[src/rtl/lsu_rmw_ctrl.sv]
// Load/store initiator for a word-only data memory: sub-word stores become read-modify-write,
// sub-word loads are lane-extracted and extended, misaligned/illegal accesses are rejected.
module lsu_rmw_ctrl #(
   parameter int unsigned ADDR_W = 32,
   parameter int unsigned DATA_W = 32
) (
   input  logic              clk,
   input  logic              rst,
   input  logic              req_valid,
   output logic              req_ready,
   input  logic              req_we,
   input  logic [1:0]        req_size,
   input  logic              req_signed,
   input  logic [ADDR_W-1:0] req_addr,
   input  logic [DATA_W-1:0] req_wdata,
   output logic              resp_valid,
   output logic [DATA_W-1:0] resp_rdata,
   output logic              resp_err,
   output logic              busy,
   output logic              mem_en,
   output logic              mem_we,
   output logic [ADDR_W-1:0] mem_addr,
   output logic [DATA_W-1:0] mem_wdata,
   input  logic              mem_gnt,
   input  logic              mem_rvalid,
   input  logic [DATA_W-1:0] mem_rdata
);

   typedef enum logic [2:0] {StIdle, StRdReq, StRdWait, StWrReq, StResp} state_e;

   state_e              state_q, state_d;
   logic                we_q, sgn_q, err_q;
   logic [1:0]          size_q;
   logic [ADDR_W-1:0]   addr_q;
   logic [DATA_W-1:0]   wdata_q, word_q;
   logic                accept, req_err;
   logic [ADDR_W-1:0]   word_addr;
   logic [7:0]          byte_sel;
   logic [15:0]         half_sel;
   logic [DATA_W-1:0]   load_data, merge_data;

   assign req_ready = (state_q == StIdle);
   assign busy      = (state_q != StIdle);
   assign accept    = req_valid & req_ready;
   assign word_addr = {addr_q[ADDR_W-1:2], 2'b00};

   always_comb begin
      req_err = 1'b0;
      case (req_size)
         2'b01:   req_err = req_addr[0];
         2'b10:   req_err = (req_addr[1:0] != 2'b00);
         2'b11:   req_err = 1'b1;
         default: req_err = 1'b0;
      endcase
   end

   always_comb begin
      state_d = state_q;
      unique case (state_q)
         StIdle: begin
            if (req_valid) begin
               if (req_err)                state_d = StResp;
               else if (!req_we)           state_d = StRdReq;
               else if (req_size == 2'b10) state_d = StWrReq;
               else                        state_d = StRdReq;
            end
         end
         StRdReq:  if (mem_gnt) state_d = StRdWait;
         StRdWait: if (mem_rvalid) state_d = we_q ? StWrReq : StResp;
         StWrReq:  if (mem_gnt) state_d = StResp;
         StResp:   state_d = StIdle;
         default:  state_d = StIdle;
      endcase
   end

   always_ff @(posedge clk or negedge rst) begin
      if (!rst) begin
         state_q <= StIdle;
         we_q    <= 1'b0;
         sgn_q   <= 1'b0;
         err_q   <= 1'b0;
         size_q  <= 2'b00;
         addr_q  <= '0;
         wdata_q <= '0;
         word_q  <= '0;
      end else begin
         state_q <= state_d;
         if (accept) begin
            we_q    <= req_we;
            sgn_q   <= req_signed;
            err_q   <= req_err;
            size_q  <= req_size;
            addr_q  <= req_addr;
            wdata_q <= req_wdata;
         end
         if (state_q == StRdWait && mem_rvalid) begin
            word_q <= mem_rdata;
         end
      end
   end

   // Lane extraction of the captured word for loads
   always_comb begin
      byte_sel = 8'h00;
      unique case (addr_q[1:0])
         2'b00: byte_sel = word_q[7:0];
         2'b01: byte_sel = word_q[15:8];
         2'b10: byte_sel = word_q[23:16];
         2'b11: byte_sel = word_q[31:24];
      endcase
      half_sel = addr_q[1] ? word_q[31:16] : word_q[15:0];
      case (size_q)
         2'b00:   load_data = {{24{sgn_q & byte_sel[7]}}, byte_sel};
         2'b01:   load_data = {{16{sgn_q & half_sel[15]}}, half_sel};
         default: load_data = word_q;
      endcase
   end

   // Write word: captured word with only the addressed lane(s) replaced
   always_comb begin
      merge_data = word_q;
      case (size_q)
         2'b00: begin
            unique case (addr_q[1:0])
               2'b00: merge_data[7:0]   = wdata_q[7:0];
               2'b01: merge_data[15:8]  = wdata_q[7:0];
               2'b10: merge_data[23:16] = wdata_q[7:0];
               2'b11: merge_data[31:24] = wdata_q[7:0];
            endcase
         end
         2'b01: begin
            if (addr_q[1]) merge_data[31:16] = wdata_q[15:0];
            else           merge_data[15:0]  = wdata_q[15:0];
         end
         default: merge_data = wdata_q;
      endcase
   end

   always_comb begin
      mem_en     = 1'b0;
      mem_we     = 1'b0;
      mem_addr   = '0;
      mem_wdata  = '0;
      resp_valid = 1'b0;
      resp_err   = 1'b0;
      resp_rdata = '0;
      unique case (state_q)
         StRdReq: begin
            mem_en   = 1'b1;
            mem_addr = word_addr;
         end
         StWrReq: begin
            mem_en    = 1'b1;
            mem_we    = 1'b1;
            mem_addr  = word_addr;
            mem_wdata = merge_data;
         end
         StResp: begin
            resp_valid = 1'b1;
            resp_err   = err_q;
            if (!err_q && !we_q) resp_rdata = load_data;
         end
         default: ;
      endcase
   end

endmodule

[config.mk]
export PLATFORM = sky130hd
export DESIGN_NAME = lsu_rmw_ctrl
export DESIGN_NICKNAME = d
export VERILOG_FILES = /design/src/rtl/lsu_rmw_ctrl.sv
export SDC_FILE = /design/constraint.sdc
export NUM_CORES = 1
export LEC_CHECK = 0
export CORE_ASPECT_RATIO = 2
export CORE_MARGIN = 1
export CORE_UTILIZATION = 42
export CTS_BUF_LIST = sky130_fd_sc_hd__clkbuf_8
export DETAILED_ROUTE_END_ITERATION = 16
export HOLD_SLACK_MARGIN = 0.1
export MAX_ROUTING_LAYER = met4
export PLACE_DENSITY = 0.87
export SLEW_MARGIN = 20
export SYNTH_ARGS = -nofsm -noshare
export SYNTH_HDL_FRONTEND = slang
export SYNTH_SLANG_ARGS = --single-unit
[constraint.sdc]
create_clock -name clk -period 2 [get_ports clk]
set_input_delay 0.4 -clock clk [delete_from_list [all_inputs] [get_ports clk]]
set_output_delay 0.4 -clock clk [all_outputs]
set_load 0.02 [all_outputs]
==> results of run 1 <==
-- timing repair --
| action | in CTS | in global routing |
|---|---|---|
| cloned | 5 | 0 |
| buffers inserted | 53 | 23 |
| pin swaps | 45 | 43 |
| gates resized for setup | 650 | 85 |
| hold endpoints to repair | 30 | 0 |
| setup endpoints to repair | 100 | 107 |
| hold buffers | 1 | 0 |
-- per-layer routing --
metal  GRT usage, %  share of wire, %  wire (um)  vias up
met5              -                 0          0        -
met4          26.96               8.7       2405        0
met3          6.582               7.6       2109      197
met2          64.07                51      14100      483
met1          37.87                33       9136     3348
li1               -                 -          -     3033
-- cells in the mapped netlist, drive strengths merged, types with 10 or more instances --
cell type,count
nand2,232
dfrtp,104
clkbuf,33
and2,32
o21ai,31
mux2,30
mux2i,28
a21oi,25
nor2,23
o22ai,23
buf,21
inv,20
a21o,16
nor2b,12
a221oi,11
a211oi,10
-- logic make-up after synthesis --
| kind of cell | after synthesis | share of synthesized area [%] |
|---|---|---|
| AO/OA/AOI/OAI | 143 | 16.77 |
| buffers and inverters | 76 | 5.489 |
| flip-flops | 104 | 44.43 |
| multiplexers | 58 | 10.55 |
| other | 1 | 0.06401 |
| AND/OR/NAND/NOR | 313 | 22.70 |
-- power by group through the flow --
| stage | Combinational (mW) | Sequential (mW) | Clock [mW] |
|---|---|---|---|
| 5_1_grt | 11.9 | 4.36 | 1.42 |
| 6_report | 11.3 | 4.31 | 1.33 |
| 2_1_floorplan | 4.52 | 3.75 | 0 |
| 3_3_place_gp | 7.81 | 4.06 | 0 |
| 3_5_place_dp | 7.96 | 4.07 | 0 |
| 4_1_cts | 10.0 | 4.08 | 1.35 |
-- per-stage QoR --
step / utilization (%) / hold slack (ns) / cells
floorplan: - / 0.1044 / 696
global placement: 67.04 / 0.3747 / 1108
detailed placement: 67.04 / 0.3779 / 1108
CTS: 75.35 / 0.4858 / 1182
global route: 77.83 / 0.5056 / 1196
finish: 77.83 / 0.4822 / 1196
-- worst max-delay path by stage --
stage	start	to	slack [ns]
6_report	addr_q[0]$_DFFE_PN0P_	resp_rdata[15]	-0.85
4_1_cts	addr_q[0]$_DFFE_PN0P_	resp_rdata[20]	-0.72
2_1_floorplan	addr_q[1]$_DFFE_PN0P_	resp_rdata[11]	-0.10
5_1_grt	addr_q[0]$_DFFE_PN0P_	resp_rdata[15]	-0.89
3_3_place_gp	addr_q[1]$_DFFE_PN0P_	mem_wdata[8]	-0.58
3_5_place_dp	addr_q[0]$_DFFE_PN0P_	resp_rdata[25]	-0.63
-- sequential cells by signal (all words and copies together), names as in the netlist --
register / flops
size_q: 2
we_q: 1
wdata_q: 32
word_q: 32
addr_q: 32
state_q: 3
sgn_q: 1
err_q: 1
-- final cells by class --
cell class | instances | area share, %
sequential | 104 | 24.76
tap | 155 | 1.844
multi-input combinational | 516 | 34.84
inverter | 22 | 0.8565
clock buffer | 9 | 1.178
antenna | 1 | 0.02379
timing repair buffer | 382 | 35.87
clock inverter | 7 | 0.6305
==> results_dict.tcl, run 1 <==
set metrics [dict create \
    io_buffers 204 \
    track_usage_pct 37.46 \
    synth_edf_count 0 \
    hpwl_um 16390 \
    cp.arrival_ns 2.45 \
    die_w_um 85.51 \
    drt.antenna.violating_nets 0 \
    clock_skew_ns 0.01638 \
    synth_cell_types 37 \
    fmax_ghz 0.3512 \
    maxSlewViolCount 0 \
    initial_core_util_pct 43.35 \
    totalPowerFinal_mw 16.92 \
    p_leak_nw 5.046 \
    critPathMaxFanout 6 \
    worstPathRequired_ns 1.60 \
    post-route-drc-count 0 \
    cp-end-kind "output pin" \
    power_density_nw_per_um2 1609 \
    mostFrequentLayoutCells "221 x nand2_1, 151 x buf_4, 105 x buf_6" \
    worstPathCellList "buf_6 -> buf_4 -> mux2i_4 -> mux2i_1 -> a31oi_1 -> buf_4 -> buf_4 -> a221oi_2 -> buf_4" \
    drt_iter0_drc 699 \
    grt_pass1_vias 7100 \
    final.setup.tns_ns -44.15 \
    switching_share_pct 45.65 \
    detail_route.first_pass.iterations 8 \
    synthTopCellsByArea "dfrtp_1 44%, nand2_1 15%, mux2_2 5.8%, mux2i_1 4.8%, and2_1 3.4%" \
    rsz0062_at_grt "yes" \
    worstSetupPathType "register to output pin" \
    setup_viol 98 \
    r2r-end "word_q[17]$_DFFE_PN0P_" \
    overflow 0 \
    grt_first_pass_wirelength_um 39230 \
    fp.dieArea_um2 14450 \
    fill_cells 777 \
    clock-root-buffer "clkbuf_8" \
    rr_startpoint "state_q[0]$_DFFE_PN0P_" \
    hold_viol 0 \
    layout_commonest_cell "nand2_1" \
    seq_power_share_pct 25.5 \
    ios 207 \
    cts_tree "built" \
    multi_input_area_um2 3665 \
    failed_checks "setup timing" \
    grt_max_degree 58 \
    area_growth_pct 79.54 \
    via_per_inst 5.904 \
    vias 7061 \
    pwr-share-comb_pct 66.7 \
    fin_crit_ns 2.848 \
    r2r_setup_slack_ns 0.04 \
    hold_path.class "input port to asynchronous set/reset pin" \
    internal_power_mw 9.195 \
    cp_top_family "buffers and inverters" \
    cts_htree_levels 3 \
    drive_gt1_share_pct 43.85 \
    mappedNetlistArea_um2 5858 \
    yosysSeqAreaShare_pct 44.43 \
    regArea_um2 2604 \
    rows 60 \
    dieHeight_um 169.0 \
    syn_inst 695 \
    cpMostUsedCell "buf_4" \
    numCtsBuffers 9 \
    numClockSinks 104 \
    gp_congestion 0.9848 \
    synth_warnings 0 \
    yosys.area.top_type "dfrtp_1" \
    wl_per_cell_um 23.20 \
    status "finished with violations" \
    placed_cell_area_um2 9059 \
    critPathSlowestCell "dfrtp_1" \
    yosysTopAreaCellShare_pct 44.43 \
    core_um2 13510 \
    async_reset_ff_share_pct 100.0 \
    insertion_delay_ns 0.39 \
    routed_wirelength_um 27750 \
    cp.depth 9 \
    antenna_found_initial 1 \
    ys_ff_latch 104 \
    cp_slowest_stage_delay_ns 0.41 \
    cp.buffers_inverters 5 \
    ir_worst_vdd_mv 0.9978 \
    drv_cap 0 \
    synth_ff_type "dfrtp_1" \
    post_synth.cell_area_avg_um2 8.429 \
    cts.clk_slew.worst_paths_ns 0.12 \
    switchingPower_mw 7.724 \
    post-place-ws_ns -0.6250 \
    max-clock-path-buffers 2 \
    worst_slack_ns -0.8477 \
    reg2regPathDepth 7 \
    layout_worst_path_cycle_share_pct 142.4 \
    critPathLaunchType "register" \
    design_area_um2 10520 \
    final_nets 1140 \
    clkPwrFrac_pct 7.8 \
]
No activity file was read; power rests on OpenSTA's default activity.
==> run 2, diff against run 1 <==
- CTS_BUF_LIST: sky130_fd_sc_hd__clkbuf_8 -> sky130_fd_sc_hd__clkbuf_4 sky130_fd_sc_hd__clkbuf_8
==> results_dict.tcl, run 2 (same netlist as run 1, synthesis figures left out) <==
set metrics [dict create \
    cp_top_family "buffers and inverters" \
    final.setup.tns_ns -44.92 \
    initial_core_util_pct 43.35 \
    pwr-share-comb_pct 66.4 \
    cpMostUsedCell "buf_4" \
    die_w_um 85.51 \
    post-place-ws_ns -0.6250 \
    switchingPower_mw 7.761 \
    grt_pass1_vias 7210 \
    rows 60 \
    detail_route.first_pass.iterations 5 \
    critPathLaunchType "register" \
    switching_share_pct 45.65 \
    layout_worst_path_cycle_share_pct 139.7 \
    cp.arrival_ns 2.39 \
    max-clock-path-buffers 2 \
    grt-busiest-layer "met2" \
    clkPwrFrac_pct 8.1 \
    worstSetupPathType "register to output pin" \
    routed_wirelength_um 27870 \
    insertion_delay_ns 0.40 \
    clock-root-buffer "clkbuf_8" \
    gp_congestion 0.9848 \
    seq_power_share_pct 25.5 \
    wl_per_cell_um 23.32 \
    drt.antenna.violating_nets 0 \
    grt_first_pass_wirelength_um 39410 \
    antenna_found_initial 1 \
    cts_tree "built" \
    hpwl_um 16390 \
    rsz0062_at_grt "yes" \
    holdWs_ns 0.4733 \
    maxSlewViolCount 0 \
    clock_skew_ns 0.01399 \
    worstPathCellList "buf_4 -> mux2i_2 -> or4_4 -> a311oi_4 -> buf_4 -> clkbuf_16 -> a21o_1 -> buf_6" \
    fp.dieArea_um2 14450 \
    top_regs "addr_q x32, wdata_q x32, word_q x32" \
    area_growth_pct 79.90 \
    cp.depth 8 \
    grt_use_met1_pct 36.99 \
    gr-usage-met3_pct 8.045 \
    cp.buffers_inverters 4 \
    vias 7080 \
    cts.clk_slew.worst_paths_ns 0.12 \
    cp-end-kind "output pin" \
    layout_commonest_cell "nand2_1" \
    power_density_nw_per_um2 1613 \
    dieHeight_um 169.0 \
    drv_cap 0 \
    io_buffers 204 \
    post-route-drc-count 0 \
    core_um2 13510 \
    via_per_inst 5.925 \
    worstPathRequired_ns 1.60 \
    ios 207 \
    p_leak_nw 5.045 \
    numCtsBuffers 9 \
    track_usage_pct 37.66 \
    drive_gt1_share_pct 43.98 \
    cts_htree_levels 3 \
    final_nets 1139 \
    grt_max_degree 58 \
    critPathMaxFanout 7 \
    fmax_ghz 0.3580 \
    drt_iter0_drc 854 \
    fin_crit_ns 2.793 \
    failed_checks "setup timing" \
    status "finished with violations" \
    critPathSlowestCell "or4_4" \
    reg2regPathDepth 9 \
    fin_util_pct 77.99 \
    worst_slack_ns -0.7934 \
    grtUsageMet2_pct 63.58 \
    mostFrequentLayoutCells "221 x nand2_1, 143 x buf_4, 113 x buf_6" \
    hold_path.class "input port to asynchronous set/reset pin" \
    setup_viol 98 \
    internal_power_mw 9.239 \
    numClockSinks 104 \
    cp_slowest_stage_delay_ns 0.45 \
    overflow 0 \
    hold_viol 0 \
    ir_worst_vdd_mv 0.9246 \
]
## run 2: power by group through the flow
stage               logic (mW)  clock network (mW)  registers [mW]
detailed placement        7.96                   0            4.07
global route              11.9                1.47            4.40
finish                    11.3                1.38            4.34
global placement          7.81                   0            4.06
floorplan                 4.52                   0            3.75
CTS                       10.0                1.37            4.08
## run 2: layer usage
metal  part of all wire [%]  vias to the layer above
li1                       -                     3037
met1                     32                     3327
met2                     51                      510
met3                    8.0                      206
met4                    8.9                        0
met5                      0                        -
## run 2: worst paths after layout
kind | start | to | slack (ns)
worst max-delay path | addr_q[0]$_DFFE_PN0P_ | resp_rdata[16] | -0.79
worst min-delay path | rst | wdata_q[10]$_DFFE_PN0P_ | 0.47
worst max register to register | state_q[0]$_DFFE_PN0P_ | size_q[0]$_DFFE_PN0P_ | 0.01
worst min register to register | wdata_q[17]$_DFFE_PN0P_ | wdata_q[17]$_DFFE_PN0P_ | 0.48
max in group asynchronous | rst | addr_q[1]$_DFFE_PN0P_ | 0.94
min in group clk | wdata_q[17]$_DFFE_PN0P_ | wdata_q[17]$_DFFE_PN0P_ | 0.48
## run 2: worst reg2reg max path, delay by kind of cell (launching register included)
kind / cells / cell delay, ns
AOI/OAI and AO/OA: 1 / 0.15
buffers and inverters: 6 / 0.81
DFF: 1 / 0.45
and+or+nand+nor: 2 / 0.44
## run 2: timing repair
item                       CTS  global route
hold buffers                 1             0
setup endpoints to repair  100           102
resized for setup          650            94
hold endpoints to repair    30             0
buffers inserted            53            23
cloned                       5             0
pin swaps                   45            52
## run 2: cell type report
| class | count | area, um^2 |
|---|---|---|
| diodes | 1 | 2.502 |
| clock buffers | 10 | 131.4 |
| clock inverters | 6 | 62.56 |
| fillers | 777 | 2974 |
| inverters | 22 | 90.09 |
| multi-input cells | 516 | 3672 |
| flip-flops and latches | 104 | 2604 |
| well taps | 155 | 193.9 |
| repair buffers | 381 | 3782 |
## run 2: through the flow
step           instances  cell area, um^2  power [mW]
2_1_floorplan        696             6136       8.275
3_3_place_gp        1108             9059       11.86
3_5_place_dp        1108             9059       12.02
4_1_cts             1182            10190       15.49
5_1_grt             1195            10540       17.74
6_report            1195            10540       17.00
==> run 3, diff against run 2 <==
- ABC_CLOCK_PERIOD_IN_PS: not set -> 2000
- TNS_END_PERCENT: not set -> 30
==> results_dict.tcl, run 3 (same netlist as run 1, synthesis figures left out) <==
set metrics [dict create \
    rsz0062_at_grt "yes" \
    fin_util_pct 71.21 \
    failed_checks "setup timing" \
    mostFrequentLayoutCells "225 x nand2_1, 124 x buf_4, 103 x dfrtp_1, 103 x clkdlybuf4s50_1, 72 x buf_6" \
    cts_tree "built" \
    worst_slack_ns -0.5720 \
    holdPathEnd "addr_q[31]$_DFFE_PN0P_" \
    fill_cells 996 \
    numCtsBuffers 9 \
    antenna_cells 0 \
    p_leak_nw 4.642 \
    hold_path.class "register to register" \
    worstPathRequired_ns 1.60 \
    drt_iter0_drc 460 \
    cp.arrival_ns 2.17 \
    vias 6392 \
    track_usage_pct 31.38 \
    grt_max_degree 37 \
    min_from "addr_q[31]$_DFFE_PN0P_" \
    grt_first_pass_wirelength_um 33380 \
    layout_worst_path_cycle_share_pct 128.6 \
    grt_pass1_vias 6413 \
    worst_slew_margin_rel_pct 66.69 \
    detail_route.first_pass.iterations 5 \
    fmax_ghz 0.3888 \
    final.setup.tns_ns -26.96 \
    gp_congestion 0.9973 \
    drt.antenna.violating_nets 0 \
    critPathMaxFanout 7 \
    setup_viol 66 \
    io_buffers 204 \
    drv_cap 0 \
    hold_viol 0 \
    initial_core_util_pct 43.35 \
    core_um2 13510 \
    tightest_slew_ns 0.4945 \
    multi_input_area_um2 3390 \
    clock-root-buffer "clkbuf_8" \
    ir_worst_vdd_mv 0.7841 \
    rr_startpoint "state_q[1]$_DFFE_PN0P_" \
    area_growth_pct 64.27 \
    antenna_found_initial 0 \
    overflow 0 \
    via_per_inst 5.573 \
    numClockSinks 104 \
    insertion_delay_ns 0.39 \
    worstSetupPathType "register to output pin" \
    layout_commonest_cell "nand2_1" \
    cts_htree_levels 3 \
    max-clock-path-buffers 2 \
    critPathLaunchType "register" \
    fp.dieArea_um2 14450 \
    cp-end-kind "output pin" \
    r2r-end "size_q[0]$_DFFE_PN0P_" \
    wl_per_cell_um 19.52 \
    maxSlewViolCount 0 \
    rows 60 \
    die_w_um 85.51 \
    final_nets 1092 \
    hold_path_depth 2 \
    post-route-drc-count 0 \
    top_regs "addr_q x32, wdata_q x32, word_q x32" \
    hpwl_um 16540 \
    routed_wirelength_um 22390 \
    r2r_setup_slack_ns 0.13 \
    design_area_um2 9623 \
    post-place-ws_ns -0.5623 \
    cts.clk_slew.worst_paths_ns 0.11 \
    clock_skew_ns 0.007859 \
    placed_cell_area_um2 9021 \
    status "finished with violations" \
    drive_gt1_share_pct 35.38 \
    reg2regPathDepth 7 \
    power_density_nw_per_um2 1503 \
    dieHeight_um 169.0 \
    fin_crit_ns 2.572 \
    ios 207 \
    regArea_um2 2604 \
]
run 3: cell types whose count changed in the layout (fill, tap and decap cells not counted), moves of 6 or more:
| cell | delta |
|---|---|
| and2_4 | -32 |
| buf_6 | -41 |
| buf_4 | -19 |
| o22ai_2 | -6 |
| buf_2 | +14 |
| mux2i_1 | +6 |
| o22ai_1 | +6 |
| and2_1 | +31 |
run 3: worst max-delay path: stages, from the launching register on:
cell	delay, ns
dfrtp_1	0.44
buf_6	0.13
mux2i_1	0.13
mux2i_1	0.24
a31oi_1	0.14
buf_4	0.19
buf_6	0.13
a221oi_2	0.21
buf_4	0.18
run 3: power breakdown:
group          internal (mW)  leakage (nW)  switching (mW)
Combinational           4.31          3.27            4.72
Clock                  0.479        0.0945           0.834
Sequential              3.11          1.28            1.01
run 3: what timing repair did:
action	4_1_cts	5_1_grt
endpoints found under the setup margin	100	98
hold endpoints to repair	33	0
gates cloned	0	1
pin swaps	9	21
setup buffers	0	19
gates resized for setup	512	70
hold buffers	1	0
run 3: how the worst max path moves through the flow:
stage | to | slack [ns] | depth (start not counted) | from
6_report | resp_rdata[14] | -0.57 | 8 | addr_q[0]$_DFFE_PN0P_
5_1_grt | resp_rdata[14] | -0.67 | 8 | addr_q[0]$_DFFE_PN0P_
4_1_cts | mem_wdata[9] | -0.58 | 8 | addr_q[0]$_DFFE_PN0P_
3_5_place_dp | resp_rdata[31] | -0.56 | 6 | addr_q[0]$_DFFE_PN0P_
3_3_place_gp | mem_wdata[8] | -0.55 | 7 | addr_q[1]$_DFFE_PN0P_
2_1_floorplan | resp_rdata[10] | -0.10 | 6 | addr_q[1]$_DFFE_PN0P_
run 3: layout make-up:
class / count / share of cell area, %
multi-input cells: 516 / 35.22
repair buffers: 334 / 32.82
flip-flops and latches: 104 / 27.06
well taps: 155 / 2.015
clock buffers: 9 / 1.287
inverters: 22 / 0.9102
clock inverters: 7 / 0.6891
run 3: per-stage QoR:
stage / power, mW / hold slack (ns) / cells
after floorplan: 8.245 / 0.1044 / 696
after global placement: 11.80 / 0.3966 / 1110
after detailed placement: 11.95 / 0.3949 / 1110
after CTS: 13.66 / 0.4803 / 1127
after global routing: 15.25 / 0.4984 / 1147
final: 14.46 / 0.4748 / 1147
run 3: routing by layer:
layer / GRT usage, % / wire, um / vias to the layer above
met5: - / 0 / -
met4: 26.67 / 2002 / 0
met3: 4.339 / 1134 / 127
met2: 53.25 / 11640 / 331
met1: 31.08 / 7614 / 3007
li1: - / - / 2927
